--- src/rtl/crc_lfsr_param_pkg.sv ---
// Shared types and default constants for the parametrised CRC generator/checker.
package crc_pkg;

    // Controller states: waiting, absorbing message words, shifting CRC out.
    typedef enum logic [1:0] {
        IDLE = 2'd0,
        CALC = 2'd1,
        OUT  = 2'd2
    } state_e;

    localparam int unsigned CRC_W_DEF = 8;
    localparam logic [7:0]  POLY_DEF  = 8'b0100_0100;
    localparam logic [7:0]  SEED_DEF  = 8'hD8;
    localparam int unsigned IN_W_DEF  = 1;

endpackage

--- src/rtl/crc_lfsr_param_if.sv ---
// Message/CRC bus between the framer side and the CRC block.
interface crc_lfsr_param_if
    import crc_pkg::*;
#(
    parameter int unsigned IN_W = IN_W_DEF
) ();

    logic [IN_W-1:0] data;
    logic            active;
    logic            mode;
    logic            crc;
    logic            valid;
    logic            busy;
    logic            done;
    logic            err;

    modport master (
        output data, active, mode,
        input  crc, valid, busy, done, err
    );

    modport slave (
        input  data, active, mode,
        output crc, valid, busy, done, err
    );

endinterface

--- src/rtl/crc_lfsr_param_step.sv ---
// Combinational multi-bit update of a right-shifting Galois LFSR.
module crc_lfsr_step #(
    parameter int unsigned     CRC_W = 8,
    parameter logic [CRC_W-1:0] POLY = 8'h44,
    parameter int unsigned     IN_W  = 1
) (
    input  logic [CRC_W-1:0] lfsr_i,
    input  logic [IN_W-1:0]  data_i,
    output logic [CRC_W-1:0] lfsr_o
);

    logic [CRC_W-1:0] cur_s;
    logic [CRC_W-1:0] nxt_s;
    logic             fb_s;

    // Chain IN_W single-bit steps, data_i[0] entering the register first.
    always_comb begin
        cur_s = lfsr_i;
        nxt_s = lfsr_i;
        fb_s  = 1'b0;
        for (int k = 0; k < int'(IN_W); k++) begin
            fb_s             = data_i[k] ^ cur_s[0];
            nxt_s[CRC_W-1]   = fb_s;
            for (int i = 0; i < int'(CRC_W) - 1; i++) begin
                nxt_s[i] = cur_s[i+1] ^ (POLY[i] & fb_s);
            end
            cur_s = nxt_s;
        end
        lfsr_o = cur_s;
    end

endmodule

--- src/rtl/crc_lfsr_param.sv ---
// CRC generator/checker: absorbs IN_W bits per active cycle, then either
// shifts the CRC out LSB first or reports a residue-based pass/fail flag.
module crc_lfsr_param
    import crc_pkg::*;
#(
    parameter int unsigned      CRC_W = CRC_W_DEF,
    parameter logic [CRC_W-1:0] POLY  = CRC_W'(POLY_DEF),
    parameter logic [CRC_W-1:0] SEED  = CRC_W'(SEED_DEF),
    parameter int unsigned      IN_W  = IN_W_DEF
) (
    input  logic             clk_i,
    input  logic             rst_ni,
    crc_lfsr_param_if.slave  bus
);

    localparam int unsigned      CNT_W    = (CRC_W > 1) ? $clog2(CRC_W) : 1;
    // Bit 0 leaves on the CALC->OUT edge, so the last OUT edge sees CRC_W-2.
    localparam logic [CNT_W-1:0] CNT_LAST = CNT_W'(CRC_W - 2);

    state_e           state_q, state_d;
    logic [CRC_W-1:0] lfsr_q, lfsr_d;
    logic [CRC_W-1:0] step_s;
    logic [CRC_W-1:0] shift_s;
    logic [IN_W-1:0]  data_s;
    logic [CNT_W-1:0] cnt_q, cnt_d;
    logic             mode_q, mode_d;
    logic             crc_q, crc_d;
    logic             valid_q, valid_d;
    logic             busy_q, busy_d;
    logic             done_q, done_d;
    logic             err_q, err_d;

    assign data_s  = bus.data;
    assign shift_s = {1'b0, lfsr_q[CRC_W-1:1]};

    crc_lfsr_step #(
        .CRC_W (CRC_W),
        .POLY  (POLY),
        .IN_W  (IN_W)
    ) u_step (
        .lfsr_i (lfsr_q),
        .data_i (data_s),
        .lfsr_o (step_s)
    );

    // State register with synchronous active-low reset.
    always_ff @(posedge clk_i) begin
        if (!rst_ni) begin
            state_q <= IDLE;
        end else begin
            state_q <= state_d;
        end
    end

    // Next-state decision.
    always_comb begin
        state_d = state_q;
        case (state_q)
            IDLE: begin
                if (bus.active) begin
                    state_d = CALC;
                end else begin
                    state_d = IDLE;
                end
            end
            CALC: begin
                if (bus.active) begin
                    state_d = CALC;
                end else if (!mode_q) begin
                    state_d = OUT;
                end else begin
                    state_d = IDLE;
                end
            end
            OUT: begin
                if (cnt_q == CNT_LAST) begin
                    state_d = IDLE;
                end else begin
                    state_d = OUT;
                end
            end
            default: state_d = IDLE;
        endcase
    end

    // Datapath and registered-output next values for the current state.
    always_comb begin
        lfsr_d  = lfsr_q;
        cnt_d   = cnt_q;
        mode_d  = mode_q;
        crc_d   = 1'b0;
        valid_d = 1'b0;
        done_d  = 1'b0;
        err_d   = err_q;
        case (state_q)
            IDLE: begin
                if (bus.active) begin
                    lfsr_d = step_s;
                    mode_d = bus.mode;
                    err_d  = 1'b0;
                end else begin
                    lfsr_d = SEED;
                end
            end
            CALC: begin
                if (bus.active) begin
                    lfsr_d = step_s;
                end else if (!mode_q) begin
                    // First CRC bit leaves on the same edge that ends the message.
                    crc_d   = lfsr_q[0];
                    valid_d = 1'b1;
                    lfsr_d  = shift_s;
                    cnt_d   = '0;
                end else begin
                    // Appended CRC drives a correct frame to a zero residue.
                    err_d  = |lfsr_q;
                    done_d = 1'b1;
                    lfsr_d = SEED;
                end
            end
            OUT: begin
                crc_d   = lfsr_q[0];
                valid_d = 1'b1;
                if (cnt_q == CNT_LAST) begin
                    done_d = 1'b1;
                    lfsr_d = SEED;
                    cnt_d  = '0;
                end else begin
                    lfsr_d = shift_s;
                    cnt_d  = cnt_q + CNT_W'(1);
                end
            end
            default: begin
                lfsr_d = SEED;
                cnt_d  = '0;
            end
        endcase
        busy_d = (state_d != IDLE);
    end

    // Datapath and output registers with synchronous active-low reset.
    always_ff @(posedge clk_i) begin
        if (!rst_ni) begin
            lfsr_q  <= SEED;
            cnt_q   <= '0;
            mode_q  <= 1'b0;
            crc_q   <= 1'b0;
            valid_q <= 1'b0;
            busy_q  <= 1'b0;
            done_q  <= 1'b0;
            err_q   <= 1'b0;
        end else begin
            lfsr_q  <= lfsr_d;
            cnt_q   <= cnt_d;
            mode_q  <= mode_d;
            crc_q   <= crc_d;
            valid_q <= valid_d;
            busy_q  <= busy_d;
            done_q  <= done_d;
            err_q   <= err_d;
        end
    end

    assign bus.crc   = crc_q;
    assign bus.valid = valid_q;
    assign bus.busy  = busy_q;
    assign bus.done  = done_q;
    assign bus.err   = err_q;

endmodule

--- src/flat_wrapper.sv ---
// flat-port wrapper written by rule: the top's interface ports become plain ports
module crc_lfsr_param_flat import crc_pkg::*;
#(
    parameter int unsigned      CRC_W = CRC_W_DEF,
    parameter logic [CRC_W-1:0] POLY  = CRC_W'(POLY_DEF),
    parameter logic [CRC_W-1:0] SEED  = CRC_W'(SEED_DEF),
    parameter int unsigned      IN_W  = IN_W_DEF
)
  (clk_i, rst_ni, bus_data, bus_active, bus_mode, bus_crc, bus_valid, bus_busy, bus_done, bus_err);
  crc_lfsr_param_if #(.IN_W(IN_W)) bus_i ();
  input  logic clk_i;
  input  logic rst_ni;
  input wire logic [$bits(bus_i.data)-1:0] bus_data;
  input wire logic [$bits(bus_i.active)-1:0] bus_active;
  input wire logic [$bits(bus_i.mode)-1:0] bus_mode;
  output wire logic [$bits(bus_i.crc)-1:0] bus_crc;
  output wire logic [$bits(bus_i.valid)-1:0] bus_valid;
  output wire logic [$bits(bus_i.busy)-1:0] bus_busy;
  output wire logic [$bits(bus_i.done)-1:0] bus_done;
  output wire logic [$bits(bus_i.err)-1:0] bus_err;
  assign bus_i.data = bus_data;
  assign bus_i.active = bus_active;
  assign bus_i.mode = bus_mode;
  assign bus_crc = bus_i.crc;
  assign bus_valid = bus_i.valid;
  assign bus_busy = bus_i.busy;
  assign bus_done = bus_i.done;
  assign bus_err = bus_i.err;
  crc_lfsr_param #(.CRC_W(CRC_W), .POLY(POLY), .SEED(SEED), .IN_W(IN_W)) u_core (.clk_i(clk_i), .rst_ni(rst_ni), .bus(bus_i));
endmodule
--- config.mk ---
export PLATFORM = sky130hd
export DESIGN_NAME = crc_lfsr_param_flat
export DESIGN_NICKNAME = d
export VERILOG_FILES = /design/src/rtl/crc_lfsr_param_pkg.sv /design/src/rtl/crc_lfsr_param_if.sv /design/src/rtl/crc_lfsr_param_step.sv /design/src/rtl/crc_lfsr_param.sv /design/src/flat_wrapper.sv
export SDC_FILE = /design/constraint.sdc
export NUM_CORES = 1
export LEC_CHECK = 0
export CAP_MARGIN = 10
export CORE_MARGIN = 2
export CORE_UTILIZATION = 56
export DETAILED_ROUTE_END_ITERATION = 8
export PLACE_DENSITY = 0.8
export SLEW_MARGIN = 25
export SYNTH_ARGS = -nofsm -noshare
export SYNTH_HDL_FRONTEND = slang
export SYNTH_SLANG_ARGS = --single-unit
--- constraint.sdc ---
create_clock -name clk_i -period 3.9 [get_ports clk_i]
set_clock_uncertainty 0.2 [all_clocks]
set_input_delay 0.78 -clock clk_i [delete_from_list [all_inputs] [get_ports clk_i]]
set_output_delay 0.78 -clock clk_i [all_outputs]
set_load 0.02 [all_outputs]
==> flow_summary.ini, run 1 <==
[drt]
drc = 0
dr_total_vias = 677
met3_length_microns = 137
first_pass_iters = 4
avgViaCountPerCell = 5.786
first_iter_violations = 43
finalWirelength_microns = 1587
routed-wl-met2_microns = 699
wl_per_cell_microns = 13.56
highest_layer = met4
met1_length_microns = 725
final_antenna_net_count = 0

[timing]
timing.final.crit_period_ns = 2.201
report.final.slew_viol_count = 0
setup_tns_ns = 0
timing.final.crit_share = 0.5643
finalSetupViolCount = 0
max_freq_mhz = 454.4
finalHoldViolCount = 0
max-slew-margin-rel = 0.7407
rsz0062_at_grt = false
worst_slew_pin_slew_ns = 0.3871

[hold_path]
min_from = u_core.lfsr_q[2]
hold_depth = 1
hp-class = reg2reg

[global_route]
grt_first_pass_wirelength_microns = 2704
track_usage = 0.1961
grt_pass1_vias = 631
antenna_found_initial = 0
grt_max_degree = 12
global_route.overflow_total = 0

[outcome]
status = finished clean

[finish]
diodes = 0
fin_nets = 112
fillers = 102
synthToLayoutAreaGrowth_pct = 16.64
regArea_sq_um = 380.4
drive_gt1_frac = 0.08824
instances_no_fill = 117
multi_input_area_sq_um = 412.9

[yosys]
synth-seq-cells = 19
ys_async_sr_fraction = 0
ys_seq_area_frac = 0.4641
synth_top_area_cell = dfxtp_1
post-synth-top-count-cell = dfxtp_1
synth_edf_count = 0
ys.flop_type = dfxtp_1
synthTopCellsByCount = dfxtp_1 (19), nand2_1 (10), inv_1 (7)
synth.area.top_cells = dfxtp_1 (46%), ha_1 (6.1%), nand2_1 (4.6%), and2_1 (3.8%), a21oi_1 (3.7%)
syn_nets = 98
synthCells = 89
avgSynthCellArea_sq_um = 9.208
yosys_warnings = 0
synth_cell_types = 30
syn_area_sq_um = 819.5
yosysTopAreaCellShare = 0.4641

[die]
dieHeight_microns = 42.26
chipWidth_microns = 42.26
start_util = 0.6144
row_count = 13
core_sq_um = 1334
pin_count = 10
design.die.area_sq_um = 1785

[pwr]
ir_worst_vdd_uv = 269.7
p_leak_nw = 0.3722
power.density_nw_per_um2 = 374.6

[setup_path]
rr_startpoint = u_core.state_q[0]
crit_family = buffers and inverters
cp.depth = 1
crit_path_end_kind = output port
crit_start = u_core.bus.err
critPathKind = reg2out
max_stage_delay_ns = 0.59
critPathLaunchType = flip-flop
crit_slowest_cell = clkdlybuf4s50_1
worstRegToRegCells = 6
crit_chain = clkdlybuf4s50_1
worstPathMaxFanout = 2
crit_arrival_ns = 1.22
cp.required_ns = 2.92
cp.buffers_inverters = 1

[clocking]
cts_resized = 0
clkSinkCount = 19
cts_tree = built
cts_root_buf = clkbuf_4
htreeDepth = 1
worst_skew_pair.late_latency_ns = 0.30
clockBufferDepth = 2
clk_pin_slew_ns = 0.10
cts_hold_buf = 0
numCtsBuffers = 3
post_cts_buffers = 0

[flow_run]
maxCapViolations = 0

[place]
gp_congestion = 0.8921
numPortBuffers = 9
hpwl_microns = 1176
place_inst = 113
[per-stage QoR]
stage	setup WS (ns)	total power [mW]	area (sq um)	util	hold slack, ns
final	1.699	0.3581	955.9	0.7167	0.2724
after floorplan	2.188	0.2459	819.5	-	0.2266
after detailed placement	1.544	0.2628	928.4	0.6961	0.2476
after CTS	1.686	0.3590	955.9	0.7167	0.2800
after global routing	1.646	0.3739	955.9	0.7167	0.3038
after global placement	1.541	0.2620	928.4	0.6961	0.2451
[cell type report]
type,count,area share
clock buffer,3,0.02356
clock inverter,1,0.005236
inverter,7,0.02749
multi-input combinational,63,0.4319
sequential,19,0.3979
tap,15,0.01963
timing repair buffer,9,0.09424
[cell usage in the layout (no fill, tap or decap), types with 3 or more instances in the layout]
| cell type | Yosys | final |
|---|---|---|
| clkdlybuf4s50_1 | 0 | 9 |
| nor2_1 | 3 | 3 |
| dfxtp_1 | 19 | 19 |
| nand2_1 | 10 | 10 |
| ha_1 | 4 | 4 |
| inv_1 | 7 | 7 |
| a21oi_1 | 6 | 6 |
| nand3_1 | 4 | 4 |
| o21ai_0 | 4 | 4 |
| clkbuf_4 | 0 | 3 |
| and2_1 | 5 | 5 |
[final timing paths]
path | endpoint | slack, ns
hold reg to reg | u_core.lfsr_q[1] | 0.27
setup reg to reg | u_core.lfsr_q[3] | 2.08
setup / recovery | bus_err | 1.70
hold / removal | u_core.lfsr_q[1] | 0.27
[power by group]
group	internal (mW)	switching [mW]	total, mW
sequential	0.204	0.00624	0.210
clock	0.0382	0.0604	0.0985
combinational	0.0213	0.0279	0.0492
total	0.264	0.0945	0.358
[state kept, by name, indices dropped and copies added, names as in the netlist]
| name | count |
|---|---|
| u_core.bus.done | 1 |
| u_core.cnt_q | 3 |
| u_core.bus.crc | 1 |
| u_core.bus.busy | 1 |
| u_core.state_q | 2 |
| u_core.bus.err | 1 |
| u_core.bus.valid | 1 |
| u_core.mode_q | 1 |
| u_core.lfsr_q | 8 |
[metal layers]
metal,global-route usage,vias to the layer above
met5,0,-
met4,0.07500,0
met3,0.04310,4
met2,0.2985,38
met1,0.2703,299
li1,-,336
[cell families (layout without fill, tap and decap cells)]
logic type,count (synthesis),in the layout,share of synthesized area
AOI/OAI and AO/OA,25,25,0.2031
xor gates and xnor gates,1,1,0.01069
adders and majority gates,4,4,0.06107
buffers and inverters,7,20,0.03207
DFF,19,19,0.4641
and+or+nand+nor,33,33,0.2290
(Power assumes the default switching activity.)
==> run 2, diff against run 1 <==
- CORE_UTILIZATION: 56 -> 52
- PLACE_DENSITY: 0.8 -> 0.75
- clock period: 3.9 -> 2.3 ns (I/O delays scaled with it)
==> run 2 against run 1 <==
Effect of this change:
- final cell count increased by 0.85%
- critical path depth unchanged
- flip-flop and latch count stayed put
- sequential power rose by 70%
- design area up 0.13%
- hold slack improved by 0.0023 ns
- clock power rose by 71%
- clock-buffer cell count unchanged
- routed wire length is 6.9% lower
- die area is 7.0% higher
- utilization shrank 7.4 points
- via count decreased by 2.4%
- largest power group unchanged
- highest routed layer unchanged
==> flow_summary.ini, run 2 (same netlist as run 1, synthesis figures left out) <==
[pwr]
power_frac_seq = 0.589
internal-power_mw = 0.4469
fin_total_pwr_mw = 0.6060
ir_worst_vdd_uv = 435.6
p_comb_frac = 0.134
netSwitchingFraction = 0.2625
switching_power_mw = 0.1591
p_clk_frac = 0.276
p_leak_nw = 0.3722
power.density_nw_per_um2 = 633.1

[clocking]
cts_tree = built
post_cts_buffers = 0
cts_hold_buf = 0
numCtsBuffers = 3
clockBufferDepth = 2
htreeDepth = 1
worst_skew_pair.late_latency_ns = 0.29
cts_root_buf = clkbuf_4
clk_pin_slew_ns = 0.11
cts_resized = 0
clkSinkCount = 19

[die]
design.die.area_sq_um = 1910
pin_count = 10
core_sq_um = 1489
start_util = 0.5504
row_count = 14
chipWidth_microns = 43.70
dieHeight_microns = 43.70

[setup_path]
crit_family = buffers and inverters
cp.buffers_inverters = 1
cp.depth = 1
max_stage_delay_ns = 0.60
crit_path_end_kind = output port
worstRegToRegCells = 6
critPathLaunchType = flip-flop
cp.required_ns = 1.64
crit_chain = clkdlybuf4s50_1
crit_slowest_cell = clkdlybuf4s50_1
critPathKind = reg2out
worstPathMaxFanout = 2
crit_arrival_ns = 1.23

[drt]
met3_length_microns = 103
routed-wl-met2_microns = 640
finalWirelength_microns = 1478
final_antenna_net_count = 0
first_pass_iters = 4
first_iter_violations = 27
highest_layer = met4
dr_total_vias = 661
avgViaCountPerCell = 5.602
met1_length_microns = 718
wl_per_cell_microns = 12.53
drc = 0

[timing]
whs_ns = 0.2747
timing.final.crit_period_ns = 1.891
finalSetupViolCount = 0
max_freq_mhz = 528.8
finalHoldViolCount = 0
max-slew-margin-rel = 0.7498
setup_tns_ns = 0
rsz0062_at_grt = false
worst_slew_pin_slew_ns = 0.3727
timing.final.crit_share = 0.8222
report.final.slew_viol_count = 0

[finish]
final_common_cell = dfxtp_1
top_regs = u_core.lfsr_q: 8 flops, u_core.cnt_q: 3 flops, u_core.state_q: 2 flops
fin_nets = 112
multi_input_area_sq_um = 412.9
utilization = 0.6429
layout_common_cells = dfxtp_1 (19), nand2_1 (10), clkdlybuf4s50_1 (9)
regArea_sq_um = 380.4
top_register = u_core.lfsr_q
fillers = 126
synthToLayoutAreaGrowth_pct = 16.79
instances_no_fill = 118
diodes = 0
drive_gt1_frac = 0.08824
largest_reg_flops = 8

[place]
numPortBuffers = 9
hpwl_microns = 1140
gp_congestion = 0.8128
place_inst = 114

[global_route]
grt_pass1_vias = 615
track_usage = 0.1859
antenna_found_initial = 0
grt_first_pass_wirelength_microns = 2656
global_route.overflow_total = 0
grt_max_degree = 12

[outcome]
status = finished clean

[hold_path]
hold_depth = 1
hp-class = reg2reg

[flow_run]
maxCapViolations = 0
run 2: cell counts in the layout (fill, tap and decap cells not counted):
No cell type changed its count.
run 2: cell type report:
type                       instances  area share
tap                               16     0.02092
multi-input combinational         63      0.4314
clock inverter                     1    0.005229
clock buffer                       3     0.02353
timing repair buffer               9     0.09412
inverter                           7     0.02745
sequential                        19      0.3974
run 2: power groups by stage:
| stage | Sequential (mW) | Clock [mW] | Combinational (mW) |
|---|---|---|---|
| final | 0.357 | 0.168 | 0.0815 |
| after global routing | 0.359 | 0.189 | 0.0920 |
| after CTS | 0.357 | 0.170 | 0.0814 |
| after detailed placement | 0.364 | 0 | 0.0812 |
| after global placement | 0.364 | 0 | 0.0805 |
| after floorplan | 0.365 | 0 | 0.0523 |
run 2: per-layer routing:
layer / up-vias / GRT usage
met5: - / 0
met4: 0 / 0.07273
met3: 2 / 0.03750
met2: 27 / 0.2735
met1: 297 / 0.2670
li1: 335 / -
run 2: final timing paths:
path | start | end | slack (ns)
worst min register to register | u_core.lfsr_q[4] | u_core.lfsr_q[3] | 0.27
worst min-delay path | u_core.lfsr_q[4] | u_core.lfsr_q[3] | 0.27
worst max register to register | u_core.state_q[0] | u_core.lfsr_q[4] | 0.58
worst max-delay path | u_core.bus.err | bus_err | 0.41
run 2: through the flow:
stage / setup slack (ns) / instance area [sq um]
2_1_floorplan: 0.7237 / 819.5
3_3_place_gp: 0.2633 / 929.6
3_5_place_dp: 0.2716 / 929.6
4_1_cts: 0.3988 / 957.2
5_1_grt: 0.3431 / 957.2
6_report: 0.4089 / 957.2
run 2: worst reg2reg max path, delay by kind of cell, from the launching register on:
kind	cells	cell delay (ns)
buffers and inverters	1	0.07
adders and majority gates	1	0.26
AOI/OAI and AO/OA	3	0.56
DFF	1	0.37
and+or+nand+nor	1	0.18
